--- config.mk ---
export PLATFORM = sky130hd
export DESIGN_NAME = srl_ra_player
export DESIGN_NICKNAME = d
export VERILOG_FILES = /design/src/rtl/srl_ra_player.sv
export SDC_FILE = /design/constraint.sdc
export NUM_CORES = 1
export LEC_CHECK = 0
export CORE_MARGIN = 3
export CORE_UTILIZATION = 27
export DETAILED_ROUTE_END_ITERATION = 7
export PLACE_DENSITY = 0.85
export SLEW_MARGIN = 20
export SYNTH_ARGS = -nofsm -noshare
export SYNTH_HDL_FRONTEND = slang
export SYNTH_SLANG_ARGS = --single-unit
--- constraint.sdc ---
create_clock -name clk -period 2.5 [get_ports clk]
set_input_delay 0.375 -clock clk [delete_from_list [all_inputs] [get_ports clk]]
set_output_delay 0.375 -clock clk [all_outputs]
set_load 0.02 [all_outputs]
--- src/rtl/srl_ra_player.sv ---
// srl_ra_player: loads a word stream into an srl_ra table and replays it in load order onto a valid/ready stream
module srl_ra_player #(
   parameter int WIDTH     = 32,
   parameter int DEEP      = 32,
   parameter int DEEP_BITS = (DEEP < 32) ? 4 : (DEEP < 64) ? 5 : (DEEP < 128) ? 6 : 7
) (
   input  logic                 clk,
   input  logic                 rst,
   input  logic [DEEP_BITS-1:0] cfg_len,
   input  logic                 cfg_loop,
   input  logic                 play_start,
   input  logic                 play_stop,
   output logic                 busy,
   input  logic                 load_valid,
   input  logic [WIDTH-1:0]     load_data,
   output logic                 load_ready,
   output logic                 srl_we,
   output logic [WIDTH-1:0]     srl_data,
   output logic [DEEP_BITS-1:0] srl_addr,
   output logic                 srl_ce,
   output logic                 srl_rstq,
   input  logic [WIDTH-1:0]     srl_dataq,
   output logic                 m_valid,
   output logic [WIDTH-1:0]     m_data,
   output logic                 m_last,
   input  logic                 m_ready
);
   typedef enum logic [1:0] {IDLE, PLAY, DRAIN} state_t;
   state_t state, state_nx;
   logic [DEEP_BITS-1:0] len_q;
   logic loop_q, stop_pend, start, issue, pass_end;
   assign start      = (state == IDLE) & play_start;
   assign issue      = (state == PLAY) & (~m_valid | m_ready);
   assign pass_end   = issue & (srl_addr == '0);
   assign busy       = state != IDLE;
   assign load_ready = (state == IDLE) & ~play_start;
   assign srl_we     = load_valid & load_ready;
   assign srl_data   = load_data;
   assign srl_ce     = issue;
   assign srl_rstq   = start;
   assign m_data     = srl_dataq;
   always_comb begin
      state_nx = state;
      if (start) state_nx = PLAY;
      if (pass_end & (~loop_q | stop_pend | play_stop)) state_nx = DRAIN;
      if ((state == DRAIN) & (~m_valid | m_ready)) state_nx = IDLE;
   end
   // the SRL read register only advances on issue, so a stalled beat stays stable
   always_ff @(posedge clk or posedge rst) begin
      if (rst) begin
         state     <= IDLE;
         m_valid   <= 1'b0;
         m_last    <= 1'b0;
         srl_addr  <= '0;
         stop_pend <= 1'b0;
         len_q     <= '0;
         loop_q    <= 1'b0;
      end else begin
         state <= state_nx;
         if (start) begin
            len_q    <= cfg_len;
            loop_q   <= cfg_loop;
            srl_addr <= cfg_len;
         end else if (issue)
            srl_addr <= (srl_addr == '0) ? len_q : srl_addr - DEEP_BITS'(1);
         if (issue) begin
            m_valid <= 1'b1;
            m_last  <= srl_addr == '0;
         end else if (m_ready)
            m_valid <= 1'b0;
         stop_pend <= (state_nx == IDLE) ? 1'b0 : stop_pend | ((state == PLAY) & play_stop);
      end
   end
endmodule

Word level (Yosys, flattened, before mapping)
Cells that the tools add are included.
{"block": "totals", "ff_bits": 16, "in_bits": 76, "word_cells": 40}
{"block": "op_classes", "n_addsub": 1, "n_eq_ne": 2, "n_mux": 9, "bitwise": 15, "reduce_logical": 6}
{"op": "$mux W5", "count": 3}
{"op": "$and A1 B1 Y1", "count": 8}
{"op": "$mux W2", "count": 3}
{"op": "$reduce_bool A2 Y1", "count": 3}
{"op": "$logic_not A5 Y1", "count": 1}
{"op": "$sub A5 B1 Y5 const B", "count": 1}
{"op": "$logic_not A2 Y1", "count": 2}
{"op": "$or A1 B1 Y1", "count": 4}
{"op": "$mux W1", "count": 3}
{"op": "$not A1 Y1", "count": 3}
{"op": "$eq A2 B1 Y1 const B", "count": 1}
{"op": "$eq A2 B2 Y1 const B", "count": 1}

Depth between registers and ports, before layout
{"block": "depth", "word_depth": 9, "mapped_depth": 7}

Least setup slack after synthesis
OpenSTA, ideal clock, no wires.
{"block": "synth_path", "path_type": "register -> register", "start": "register srl_addr[0]", "end": "register state[0]", "setup_ns": 0.134, "t_arrival_ns": 1.760, "required_time_ns": 2.366, "path_slack_ns": 0.606, "path_stages_with_launch": 8, "period_less_slack_ns": 1.894, "cell_sequence": "dfrtp_1 > inv_1 > ha_1 > or4b_1 > buf_2 > a211o_1 > o21ai_1 > nand2_1"}
{"block": "synth_via", "elab_chain_cells": 5}
{"element": "start, declared", "line": "19", "source": "output logic [DEEP_BITS-1:0] srl_addr,"}
{"element": "start signal, assigned", "line": "63", "source": "srl_addr <= cfg_len;"}
{"element": "start signal, assigned", "line": "65", "source": "srl_addr <= (srl_addr == '0) ? len_q : srl_addr - DEEP_BITS'(1);"}
{"element": "$logic_not A5 Y1", "line": "34", "source": "assign pass_end = issue & (srl_addr == '0);"}
{"element": "$and A1 B1 Y1", "line": "34"}
{"element": "$and A1 B1 Y1", "line": "45", "source": "if (pass_end & (~loop_q | stop_pend | play_stop)) state_nx = DRAIN;"}
{"element": "$mux W2", "line": "45"}
{"element": "$mux W2", "line": "46", "source": "if ((state == DRAIN) & (~m_valid | m_ready)) state_nx = IDLE;"}
{"element": "via state_nx[0]", "line": "29", "source": "state_t state, state_nx;"}
{"element": "end signal, assigned", "line": "59", "source": "state <= state_nx;"}
{"element": "end, declared", "line": "29"}
The timed path passes the listed nets, and every way through them passes these cells.
A chain may end at the register's enable or synchronous reset.

Worst setup path after layout
{"block": "layout_path", "start": "register state[1]", "end": "output srl_we"}
{"block": "layout_via", "elab_chain_cells": 3}
{"element": "$logic_not A2 Y1", "line": "36", "source": "assign load_ready = (state == IDLE) & ~play_start;"}
{"element": "$and A1 B1 Y1", "line": "36"}
{"element": "$and A1 B1 Y1", "line": "37", "source": "assign srl_we = load_valid & load_ready;"}
{"element": "end, declared", "line": "17", "source": "output logic srl_we,"}
No other way between the ends.

==> summary.md <==
| Metric | Value |
|---|---|
| Outcome | finished, final reports clean |
| Worst Path Max Fanout | 6 |
| Vias in the first global route | 827 |
| Clock Sinks | 16 |
| Syn_area_per_cell | 8.133 um2 |
| RSZ-0062 raised after global routing | no |
| First-pass GRT wire length | 3615 um |
| Post-cts sizing count | 0 |
| Hold Path End | len_q[4] |
| PD cells | 1242 nW/um2 |
| Fillers | 462 |
| Hold Vio Cnt, Final | 0 |
| Number of synthesized register bits | 16 |
| Clk pin slew, worst setup/hold paths | 0.06 ns |
| Psw | 0.5926 mW |
| Worst Min Path Start | len_q[4] |
| FF-to-FF End | state[0] |
| Worst Hold Depth | 2 |
| Placed cell area | 1121 um2 |
| Post-route cell area | 1176 um2 |
| Clk pwr share | 0.156 |
| Pre-CTS WS | 0.3902 ns |
| Setup total negative slack | 0 ns |
| Post-DRT Antenna Nets | 0 |
| Synth unique cells | 30 |
| Worst Skew | 0.002526 ns |
| Initial Utilization | 0.2872 |
| Clock buffer count from CTS | 3 |
| Max_cap viols | 0 |
| Vias per cell | 4.663 |
| Leak | 0.5334 nW |
| Layout cells sized above 1 | 0.07317 |
| N_diodes | 0 |
| Top cells by area, synth | buf_4 (37%), dfrtp_1 (31%), nand2_1 (5.3%) |
| Htree depth | 1 |
| Sequential share of power | 0.342 |
| Synth Instances | 158 |
| Die Y | 74.99 um |
| Dpl hpwl | 1702 um |
| Commonest non-fill, non-tap cell in the layout | clkdlybuf4s50_1 |
| Global route overflow | 0 |
| Ys Warns | 0 |
| Final setup fails | 0 |
| Fin crit share | 0.8624 |
| Reg2Reg Setup Slack | 0.54 ns |
| Detailed Routing Iterations Pass 1 | 4 |
| Most frequent cells in the layout | clkdlybuf4s50_1 (23), nand2_1 (18), dfrtp_1 (16), inv_1 (9), nor2_1 (9) |
| Row cnt | 24 |
| I/O pin count | 152 |
| Worst path arrival time | 1.78 ns |
| Pint | 0.8680 mW |
| Area growth from synthesis to layout | -8.471% |
| Post-Syn Area | 1285 um2 |
| Total track usage | 0.08501 |
| Slew headroom | 0.5925 |
| Slew at the pin closest to its max-slew limit | 0.6106 ns |
| CTS root buf | clkbuf_8 |
| Post-synth top area share | 0.3739 |
| CTS max path bufs | 2 |
| Cell taking the most area after synthesis | buf_4 |
| Vias | 816 |
| Nets | 201 |
| CTS tree | yes |
| Die area | 5623 um2 |
| R2R cell count | 6 |
| I/O Buffers | 23 |
| Worst vdd ir | 0.3579 mV |
| Tmin final | 2.156 ns |
| Worst endpoint required time | 2.12 ns |
| CP Class | flip-flop to primary output |
| Sequential share of the synthesized area | 0.3116 |
| Crit. End Element | primary output |
| Final WL | 2230 um |
| Wire per inst | 12.74 um |
| Slew Limit Fails | 0 |
| Largest net degree at the start of global routing | 17 |
| Die W | 74.99 um |
| Clk_lat worst skew | 0.25 ns |
| Syn Nets | 235 |
| Initial antenna violation count | 0 |
| Min-Delay Path Class | flip-flop to flip-flop |
| Critical Path Source Type | flip-flop |
| Sw Ratio | 0.4057 |
| Post-CTS Hold Buffers | 0 |
| Worst reg2reg startpoint | srl_addr[0] |
| Global placement routability congestion | 0.8370 |
| Post-route setup slack | 0.3441 ns |
| DRC | 0 |
| Comb pwr share | 0.502 |
| Max Clk Rate | 0.4638 GHz |
| Initial DRC count | 40 |
| Setup bufs post-CTS | 0 |
| Core Area | 4474 um2 |
## per-stage QoR
stage	hold WS [ns]	instances	total power [mW]	util
floorplan	0.2887	158	1.077	-
global placement	0.4481	171	1.218	0.2506
detailed placement	0.4549	171	1.240	0.2506
CTS	0.4692	175	1.475	0.2629
global route	0.4979	175	1.579	0.2629
finish	0.4669	175	1.461	0.2629
## cell usage after synthesis
master / number
nand4_1: 1
nor2b_1: 3
and2_1: 2
a211o_1: 2
or3b_1: 1
nand2b_1: 2
dfrtp_1: 16
clkbuf_1: 1
o21ai_0: 2
o22ai_1: 2
inv_2: 1
o41ai_1: 1
o21ai_1: 3
nor3_1: 1
nand2_1: 18
a31oi_1: 3
ha_1: 1
inv_1: 9
o31ai_1: 1
a21oi_1: 5
o2111ai_1: 1
o211ai_1: 1
o31a_1: 1
a22oi_1: 1
nand3_1: 3
buf_2: 1
a21o_1: 1
buf_4: 64
nor2_1: 9
or4b_1: 1
## flip-flops by register name, indices dropped and copies added, names as in the netlist
| register | count |
|---|---|
| m_last | 1 |
| srl_addr | 5 |
| m_valid | 1 |
| state | 2 |
| len_q | 5 |
| stop_pend | 1 |
| loop_q | 1 |
## cell type report
class	instances	area, um2	share of cell area
Sequential cell	16	400.4	0.3404
Multi-Input combinational cell	66	357.8	0.3043
Timing Repair Buffer	27	260.3	0.2213
Tap cell	52	65.06	0.05532
Clock buffer	4	55.05	0.04681
Inverter	10	37.54	0.03191
## metal layers
metal | vias to the layer above | track usage | share of wire
met5 | - | 0 | 0
met4 | 0 | 0.05138 | 0.013
met3 | 9 | 0.04272 | 0.10
met2 | 34 | 0.1228 | 0.45
met1 | 391 | 0.1003 | 0.43
li1 | 382 | - | -
## worst max path at each step
stage | slack, ns | start | depth (start not counted) | endpoint
after global placement | 0.39 | play_start | 4 | srl_rstq
after floorplan | 0.61 | srl_addr[0] | 7 | state[0]
after CTS | 0.33 | state[1] | 5 | srl_we
final | 0.34 | state[1] | 5 | srl_we
after detailed placement | 0.39 | m_ready | 5 | srl_ce
after global routing | 0.19 | state[1] | 5 | srl_we
## worst max-delay path, stage by stage, from the launching register on
cell and delay (ns):
dfrtp_1 0.41, inv_1 0.17, nand2_1 0.10, nor2_1 0.12, and2_1 0.14, clkdlybuf4s50_1 0.59
## cell families (layout without fill, tap and decap cells)
| family | Yosys count | count (layout) | share of synthesized area |
|---|---|---|---|
| and+or+nand+nor | 41 | 41 | 0.1480 |
| adders and majority gates | 1 | 1 | 0.009736 |
| AOI/OAI and AO/OA | 24 | 24 | 0.1207 |
| buffers and inverters | 76 | 41 | 0.4099 |
| DFF | 16 | 16 | 0.3116 |
## power by group through the flow
stage | Sequential (mW) | Clock (mW) | Combinational (mW)
2_1_floorplan | 0.543 | 0 | 0.535
3_3_place_gp | 0.497 | 0 | 0.721
3_5_place_dp | 0.503 | 0 | 0.737
4_1_cts | 0.498 | 0.236 | 0.741
5_1_grt | 0.523 | 0.251 | 0.805
6_report | 0.500 | 0.228 | 0.733
(Power assumes the default switching activity.)
